<file path="src/rtl/force_override_ctrl_if.sv">
// Request channel for the force override controller: valid/ready handshake
// carrying the force polarity and hold duration.
interface force_override_ctrl_if #(
  parameter int HOLD_W = 8
) ();
  logic              req_valid;
  logic              req_ready;
  logic              req_value;
  logic [HOLD_W-1:0] req_hold;

  modport master (
    output req_valid,
    output req_value,
    output req_hold,
    input  req_ready
  );

  modport slave (
    input  req_valid,
    input  req_value,
    input  req_hold,
    output req_ready
  );
endinterface

</file>
<file path="src/rtl/force_override_ctrl.sv">
// Issuer of force-set / force-clear overrides: holds one force line for a
// requested number of cycles, then enforces a guard gap. Optional FORCE_COUNT_EN adds counters.
module force_override_ctrl #(
  parameter int HOLD_W       = 8,
  parameter int GUARD_CYCLES = 2
) (
  input  logic                  clk,
  input  logic                  rst_n,
  force_override_ctrl_if.slave  req,
  input  logic                  abort,
  output logic                  force_set,
  output logic                  force_rst,
  output logic                  busy,
  output logic                  done,
  output logic                  aborted,
  output logic                  last_value
`ifdef FORCE_COUNT_EN
  ,
  output logic [7:0]            done_cnt,
  output logic [7:0]            abort_cnt
`endif
);

  localparam int GUARD_W = (GUARD_CYCLES > 1) ? $clog2(GUARD_CYCLES + 1) : 1;

  typedef enum logic [1:0] {
    IDLE,
    ASSERT,
    GUARD
  } state_t;

  state_t              state;
  state_t              state_nxt;
  state_t              exit_state;
  logic [HOLD_W-1:0]   hold_cnt;
  logic [HOLD_W-1:0]   hold_nxt;
  logic [GUARD_W-1:0]  guard_cnt;
  logic [GUARD_W-1:0]  guard_nxt;
  logic [GUARD_W-1:0]  guard_load;
  logic                set_nxt;
  logic                rst_nxt;
  logic                done_nxt;
  logic                aborted_nxt;
  logic                last_nxt;

  // A zero-length guard skips the GUARD state entirely.
  assign exit_state    = (GUARD_CYCLES == 0) ? IDLE : GUARD;
  assign guard_load    = GUARD_W'(GUARD_CYCLES);
  assign req.req_ready = (state == IDLE) && rst_n;
  assign busy          = (state != IDLE);

  always_comb begin
    state_nxt   = state;
    hold_nxt    = hold_cnt;
    guard_nxt   = guard_cnt;
    set_nxt     = 1'b0;
    rst_nxt     = 1'b0;
    done_nxt    = 1'b0;
    aborted_nxt = 1'b0;
    last_nxt    = last_value;
    case (state)
      IDLE: begin
        if (req.req_valid && req.req_ready) begin
          state_nxt = ASSERT;
          last_nxt  = req.req_value;
          hold_nxt  = (req.req_hold == '0) ? HOLD_W'(1) : req.req_hold;
          set_nxt   = req.req_value;
          rst_nxt   = ~req.req_value;
        end
      end
      ASSERT: begin
        // Abort takes priority over a hold that would otherwise expire now.
        if (abort) begin
          aborted_nxt = 1'b1;
          state_nxt   = exit_state;
          guard_nxt   = guard_load;
        end else if (hold_cnt <= HOLD_W'(1)) begin
          done_nxt  = 1'b1;
          state_nxt = exit_state;
          guard_nxt = guard_load;
        end else begin
          hold_nxt = hold_cnt - HOLD_W'(1);
          set_nxt  = force_set;
          rst_nxt  = force_rst;
        end
      end
      GUARD: begin
        if (guard_cnt <= GUARD_W'(1)) begin
          state_nxt = IDLE;
        end else begin
          guard_nxt = guard_cnt - GUARD_W'(1);
        end
      end
      default: state_nxt = IDLE;
    endcase
  end

  always_ff @(posedge clk or negedge rst_n) begin
    if (!rst_n) begin
      state     <= IDLE;
      hold_cnt  <= '0;
      guard_cnt <= '0;
    end else begin
      state     <= state_nxt;
      hold_cnt  <= hold_nxt;
      guard_cnt <= guard_nxt;
    end
  end

  always_ff @(posedge clk or negedge rst_n) begin
    if (!rst_n) begin
      force_set  <= 1'b0;
      force_rst  <= 1'b0;
      done       <= 1'b0;
      aborted    <= 1'b0;
      last_value <= 1'b0;
    end else begin
      force_set  <= set_nxt;
      force_rst  <= rst_nxt;
      done       <= done_nxt;
      aborted    <= aborted_nxt;
      last_value <= last_nxt;
    end
  end

`ifdef FORCE_COUNT_EN
  // Counters advance on the edge their pulse asserts and stick at 255.
  always_ff @(posedge clk or negedge rst_n) begin
    if (!rst_n) begin
      done_cnt  <= 8'd0;
      abort_cnt <= 8'd0;
    end else begin
      if (done_nxt && (done_cnt != 8'hFF)) begin
        done_cnt <= done_cnt + 8'd1;
      end
      if (aborted_nxt && (abort_cnt != 8'hFF)) begin
        abort_cnt <= abort_cnt + 8'd1;
      end
    end
  end
`endif

endmodule
</file>
<file path="src/flat_wrapper.sv">
// flat-port wrapper written by rule: the top's interface ports become plain ports
module force_override_ctrl_flat 
#(
  parameter int HOLD_W       = 8,
  parameter int GUARD_CYCLES = 2
)
  (clk, rst_n, abort, force_set, force_rst, busy, done, aborted, last_value, req_req_valid, req_req_value, req_req_hold, req_req_ready);
  force_override_ctrl_if #(.HOLD_W(HOLD_W)) req_i ();
  input  logic clk;
  input  logic rst_n;
  input  logic abort;
  output logic force_set;
  output logic force_rst;
  output logic busy;
  output logic done;
  output logic aborted;
  output logic last_value;
  input wire logic [$bits(req_i.req_valid)-1:0] req_req_valid;
  input wire logic [$bits(req_i.req_value)-1:0] req_req_value;
  input wire logic [$bits(req_i.req_hold)-1:0] req_req_hold;
  output wire logic [$bits(req_i.req_ready)-1:0] req_req_ready;
  assign req_i.req_valid = req_req_valid;
  assign req_i.req_value = req_req_value;
  assign req_i.req_hold = req_req_hold;
  assign req_req_ready = req_i.req_ready;
  force_override_ctrl #(.HOLD_W(HOLD_W), .GUARD_CYCLES(GUARD_CYCLES)) u_core (.clk(clk), .rst_n(rst_n), .req(req_i), .abort(abort), .force_set(force_set), .force_rst(force_rst), .busy(busy), .done(done), .aborted(aborted), .last_value(last_value));
endmodule
</file>
<file path="config.mk">
export PLATFORM = sky130hd
export DESIGN_NAME = force_override_ctrl_flat
export DESIGN_NICKNAME = d
export VERILOG_FILES = /design/src/rtl/force_override_ctrl_if.sv /design/src/rtl/force_override_ctrl.sv /design/src/flat_wrapper.sv
export SDC_FILE = /design/constraint.sdc
export NUM_CORES = 1
export LEC_CHECK = 0
export CAP_MARGIN = 10
export CORE_MARGIN = 2
export CORE_UTILIZATION = 54
export DETAILED_ROUTE_END_ITERATION = 8
export PLACE_DENSITY = 0.78
export SLEW_MARGIN = 20
export SYNTH_ARGS = -nofsm -noshare
export SYNTH_HDL_FRONTEND = slang
export SYNTH_SLANG_ARGS = --single-unit
</file>
<file path="constraint.sdc">
create_clock -name clk -period 3.75 [get_ports clk]
set_input_delay 0.75 -clock clk [delete_from_list [all_inputs] [get_ports clk]]
set_output_delay 0.75 -clock clk [all_outputs]
set_load 0.02 [all_outputs]
</file>
[After elaboration in Yosys (flattened, before gate mapping)]
Index checks and enable logic that the tools add are counted.
Word-level totals
  flip-flop bits (word level): 17
  input bits: 13
  output and inout bits: 7
  word-level logic and storage cells: 55
Cells by class
  $add $sub $neg: 2
  magnitude comparators: 2
  equal/unequal tests: 8
  muxes and demuxes: 23
  bitwise logic cells: 1
  reduce and logical (&&, ||, !) cells: 11
Operators with widths (count)
  two-way mux 8 bit: 4
  case mux 8 bit (2 select lines): 1
  two-way mux 2 bit: 5
  two-way mux 1 bit: 9
  less-or-equal comparator 8 x 1 -> 1 bit (second input constant): 1
  logical NOT 8 bit: 1
  inequality test 2 bit (second input constant): 4
  subtractor 8 x 1 -> 8 bit (second input constant): 1
  case mux 2 bit (3 select lines): 1
  AND reduction 3 bit: 2
  nonzero test 2 bit: 3
  case mux 1 bit (2 select lines): 2
  case mux 2 bit (2 select lines): 1
  AND reduction 4 bit: 1
  inequality test 3 x 2 -> 1 bit (second input constant): 1
  equality test 2 x 1 -> 1 bit (second input constant): 1
  equality test 2 bit (second input constant): 1
  less-or-equal comparator 2 x 1 -> 1 bit (second input constant): 1
  logical AND 1 bit: 2
  logical NOT 2 bit: 1
  inequality test 2 x 1 -> 1 bit (second input constant): 1
  AND reduction 2 bit: 1
  subtractor 2 x 1 -> 2 bit (second input constant): 1
  inverter 1 bit: 1

[Logic depth before layout (Yosys ltp)]
  word-level depth: 5
  mapped depth: 6
  mapped depth without buffers: 6

[Least setup slack after synthesis]
No wires, ideal clock.
  kind: register to output
  from: reg u_core.state[0]
  to: out req_req_ready
  arrival time: 1.176 ns
  path slack: 1.824 ns
  cell stages (with the launch flop): 4
  path buffers: 1
  cell sequence: dfrtp_1 > buf_2 > or2_2 > nor2_1
Between the ends
  word-level cells in the longest chain between the ends: 2
RTL lines
  from (decl): RTL line force_override_ctrl.sv:32  | state_t state;
  from (signal assigned): RTL line force_override_ctrl.sv:104  | state <= state_nxt;
  logical NOT 2 bit: RTL line force_override_ctrl.sv:49  | assign req.req_ready = (state == IDLE) && rst_n;
  logical AND 1 bit: RTL line force_override_ctrl.sv:49
  to (decl): RTL line flat_wrapper.sv:21  | output wire logic [$bits(req_i.req_ready)-1:0] req_req_ready;
Every way passes these cells.

[Final worst setup path]
  from: in rst_n
  to: out req_req_ready
Between the ends
  word-level cells in the longest chain between the ends: 1
RTL lines
  from (decl): RTL line flat_wrapper.sv:10  | input logic rst_n;
  logical AND 1 bit: RTL line force_override_ctrl.sv:49
Every way passes these cells.

==> reports/qor.json <==
{
  "synthesis": {
    "number_of_synthesized_flops_with_an_enable_pin": 0,
    "postSynthCellCount": 109,
    "synth_area_um2": 1050,
    "synthArstFlopShare_pct": 100,
    "yosys_warnings": 0,
    "synthDominantAreaCellType": "sky130_fd_sc_hd__dfrtp_1",
    "synthDistinctLibCells": 43,
    "postSynth.topFlopCell": "sky130_fd_sc_hd__dfrtp_1",
    "synth.top_cells.by_area": "sky130_fd_sc_hd__dfrtp_1 (41%), sky130_fd_sc_hd__nor2_1 (3.9%), sky130_fd_sc_hd__ha_1 (3.6%), sky130_fd_sc_hd__o21ai_0 (3.3%), sky130_fd_sc_hd__nand2_1 (3.2%)",
    "synthesis.area_per_instance_um2": 9.63,
    "ys_ff_latch": 17,
    "postSynthNetCount": 125,
    "synth_top_area_share_pct": 40.5,
    "ys_seq_area_share_pct": 40.5
  },
  "power": {
    "swShare_pct": 42.8,
    "power.share.combinational_pct": 45.5,
    "p_sw_uw": 341,
    "power.density_nw_per_um2": 617,
    "clock_power_share_pct": 12.7,
    "seq_power_share_pct": 41.8,
    "vdd.ir_drop.worst_uv": 437,
    "power.leakage_uw": 0.000547,
    "p_int_uw": 454
  },
  "cts": {
    "clk_pin_slew_ns": 0.10,
    "cts_num_sinks": 17,
    "htree_num_levels": 1,
    "clkLatencyLatePin_ns": 0.29,
    "clk_buf_depth": 2,
    "tritoncts.num_buffers": 3,
    "cts.repair.resized": 0,
    "tritoncts": "yes",
    "clockRootBuffer": "sky130_fd_sc_hd__clkbuf_4",
    "cts.repair_timing.setup_buffer_count": 0,
    "cts_hold_buf": 0
  },
  "drt": {
    "drt_iter0_markers": 20,
    "route.detailed.drc": 0,
    "wl_um": 2290,
    "via_count": 899,
    "firstDrtPassIters": 4,
    "routed_via_density": 5.80,
    "final_antenna_net_count": 0,
    "route.detailed.wl_per_inst_um": 14.8
  },
  "critical_path": {
    "r2r.worst_path.cells": 4,
    "rr_startpoint": "u_core.state[1]",
    "rrSetupSlack_ns": 1.88,
    "worstPathRequired_ns": 3.00,
    "critical_path.endpoint_type": "output pin",
    "critical-path-slowest-cell": "sky130_fd_sc_hd__clkdlybuf4s50_1",
    "crit_arrival_ns": 1.97,
    "worstSetupStartpointType": "input pin",
    "critPathMaxStageDelay_ns": 0.61,
    "timing.critical_path.mode_cell": "sky130_fd_sc_hd__clkdlybuf4s50_1",
    "critical_path.reg2reg.endpoint": "u_core.hold_cnt[0]",
    "critical_path_peak_fanout": 2,
    "critical_path.cell_chain": "clkdlybuf4s50_1, inv_1, nor2_1, clkdlybuf4s50_1",
    "timing_worst_setup_path_type": "in -> out"
  },
  "timing": {
    "sum_of_negative_setup_slack_ns": 0,
    "period_needed_ns": 2.72,
    "rsz0062_at_grt": "false",
    "finalCritPeriodShare_pct": 72.5,
    "timing.clock.skew_ns": 0.00126,
    "max_slew.worst_pin.slew_ns": 0.690,
    "finalHoldViolations": 0,
    "final.setup.worst_slack_ns": 1.03,
    "achievable_freq_mhz": 368,
    "drv_slew": 0,
    "slew-limit-headroom_pct": 53.6,
    "final-setup-viol-count": 0
  },
  "finish": {
    "final_nets": 147,
    "commonest_non_fill_non_tap_cells_in_the_layout": "sky130_fd_sc_hd__clkdlybuf4s50_1 (19), sky130_fd_sc_hd__dfrtp_1 (17), sky130_fd_sc_hd__nor2_1 (11)",
    "post_route_cells_drive_above_1_share_pct": 13.1,
    "diodes": 0,
    "layout_commonest_cell": "sky130_fd_sc_hd__clkdlybuf4s50_1",
    "seq_area_um2": 425,
    "layout-area-overhead-vs-synth_pct": 22.8,
    "final.fill_count": 135,
    "multi_input_comb_area_um2": 584
  },
  "global_routing": {
    "grt_pass1_vias": 865,
    "gr_ovfl_total": 0,
    "global_route.usage.total_pct": 24.1,
    "grt_max_degree": 20,
    "initial_antenna_violation_count": 0,
    "grt_pass1_wl_um": 3800
  },
  "worst_hold_path": {
    "hold_wc_path_type": "reg -> reg",
    "timing.hold.worst_endpoint": "u_core.last_value",
    "min-delay-start": "u_core.last_value",
    "hold_depth": 2
  },
  "placed_design": {
    "placement.io_buffers": 19,
    "pre_cts_ws_ns": 1.02,
    "post_detailed_placement_half_perimeter_wirelength_um": 1710,
    "finalWeightedCongestion": 0.889
  },
  "die": {
    "dieWidth_um": 48.1,
    "number_of_top_level_design_ports": 20,
    "chipHeight_um": 48.1,
    "design.die.area_um2": 2310,
    "core_region_area_um2": 1780,
    "floorplan.initialDensity_pct": 58.9,
    "floorplan.rows": 15
  },
  "job": {
    "max_capacitance_violation_count": 0
  },
  "status": {
    "status": "finished, final reports clean"
  }
}
## synthesized netlist by cell type, types with 2 or more instances
| cell type | number |
|---|---|
| sky130_fd_sc_hd__nand3_1 | 4 |
| sky130_fd_sc_hd__a21oi_1 | 6 |
| sky130_fd_sc_hd__nand2_1 | 9 |
| sky130_fd_sc_hd__nor4_1 | 2 |
| sky130_fd_sc_hd__nand4_1 | 2 |
| sky130_fd_sc_hd__nand3b_1 | 2 |
| sky130_fd_sc_hd__nor3b_1 | 3 |
| sky130_fd_sc_hd__nor3_4 | 2 |
| sky130_fd_sc_hd__nor2_1 | 11 |
| sky130_fd_sc_hd__nor3_1 | 3 |
| sky130_fd_sc_hd__buf_2 | 2 |
| sky130_fd_sc_hd__o21ai_0 | 7 |
| sky130_fd_sc_hd__ha_1 | 3 |
| sky130_fd_sc_hd__or3_1 | 2 |
| sky130_fd_sc_hd__dfrtp_1 | 17 |
| sky130_fd_sc_hd__o22ai_1 | 2 |
| sky130_fd_sc_hd__inv_1 | 6 |
## stage by stage
step	utilization (%)	hold WS (ns)	area [um2]	total power, uW	std cells
floorplan	-	0.454	1050	585	109
detailed placement	70.7	0.466	1260	694	151
finish	72.3	0.497	1290	795	155
global placement	70.7	0.473	1260	678	151
global route	72.3	0.551	1290	855	155
CTS	72.3	0.497	1290	796	155
## flip-flops by register name, indices dropped and copies added (netlist names)
| register | flops |
|---|---|
| u_core.last_value | 1 |
| u_core.state | 2 |
| u_core.hold_cnt | 8 |
| u_core.aborted | 1 |
| u_core.force_rst | 1 |
| u_core.guard_cnt | 2 |
| u_core.done | 1 |
| u_core.force_set | 1 |
## worst max-delay path, delay by kind of cell
family | cells | cell delay [ns]
AND/OR/NAND/NOR | 1 | 0.09
buffers and inverters | 3 | 1.13
## metal layers
| metal | wire length [um] | GRT usage [%] |
|---|---|---|
| met1 | 1100 | 33.0 |
| met2 | 1060 | 39.5 |
| met3 | 101 | 3.33 |
| met4 | 29 | 8.11 |
| met5 | 0 | 0 |
## cell type report
class / instances / area share [%]
Clock inverter: 1 / 0.388
Timing Repair Buffer: 20 / 15.3
Inverter: 6 / 1.75
Multi-Input combinational cell: 83 / 45.3
Sequential cell: 17 / 33.0
Tap cell: 25 / 2.43
Clock buffer: 3 / 1.75
## kinds of logic (layout without fill, tap and decap cells)
kind of cell | after synthesis | in the layout | synth area share, %
AO/OA/AOI/OAI | 27 | 27 | 18.0
XOR/XNOR | 1 | 1 | 0.834
adder cells (fa/ha/maj) | 3 | 3 | 3.58
buffers and inverters | 9 | 30 | 3.81
flip-flops | 17 | 17 | 40.5
multiplexers | 1 | 1 | 0.954
AND/OR/NAND/NOR | 51 | 51 | 32.3
## worst max path at each step
stage / start / to / cells past startpoint
after floorplan: u_core.state[0] / req_req_ready / 3
after global placement: rst_n / req_req_ready / 4
after detailed placement: rst_n / req_req_ready / 4
after CTS: rst_n / req_req_ready / 4
after global routing: rst_n / req_req_ready / 4
final: rst_n / req_req_ready / 4
## power by group through the flow
stage               registers, uW  clock network (uW)  logic, uW
floorplan                     324                   0        261
global placement              331                   0        346
detailed placement            334                   0        360
CTS                           330                 104        363
global route                  342                 112        401
finish                        332                 101        362
(Power assumes the default switching activity.)
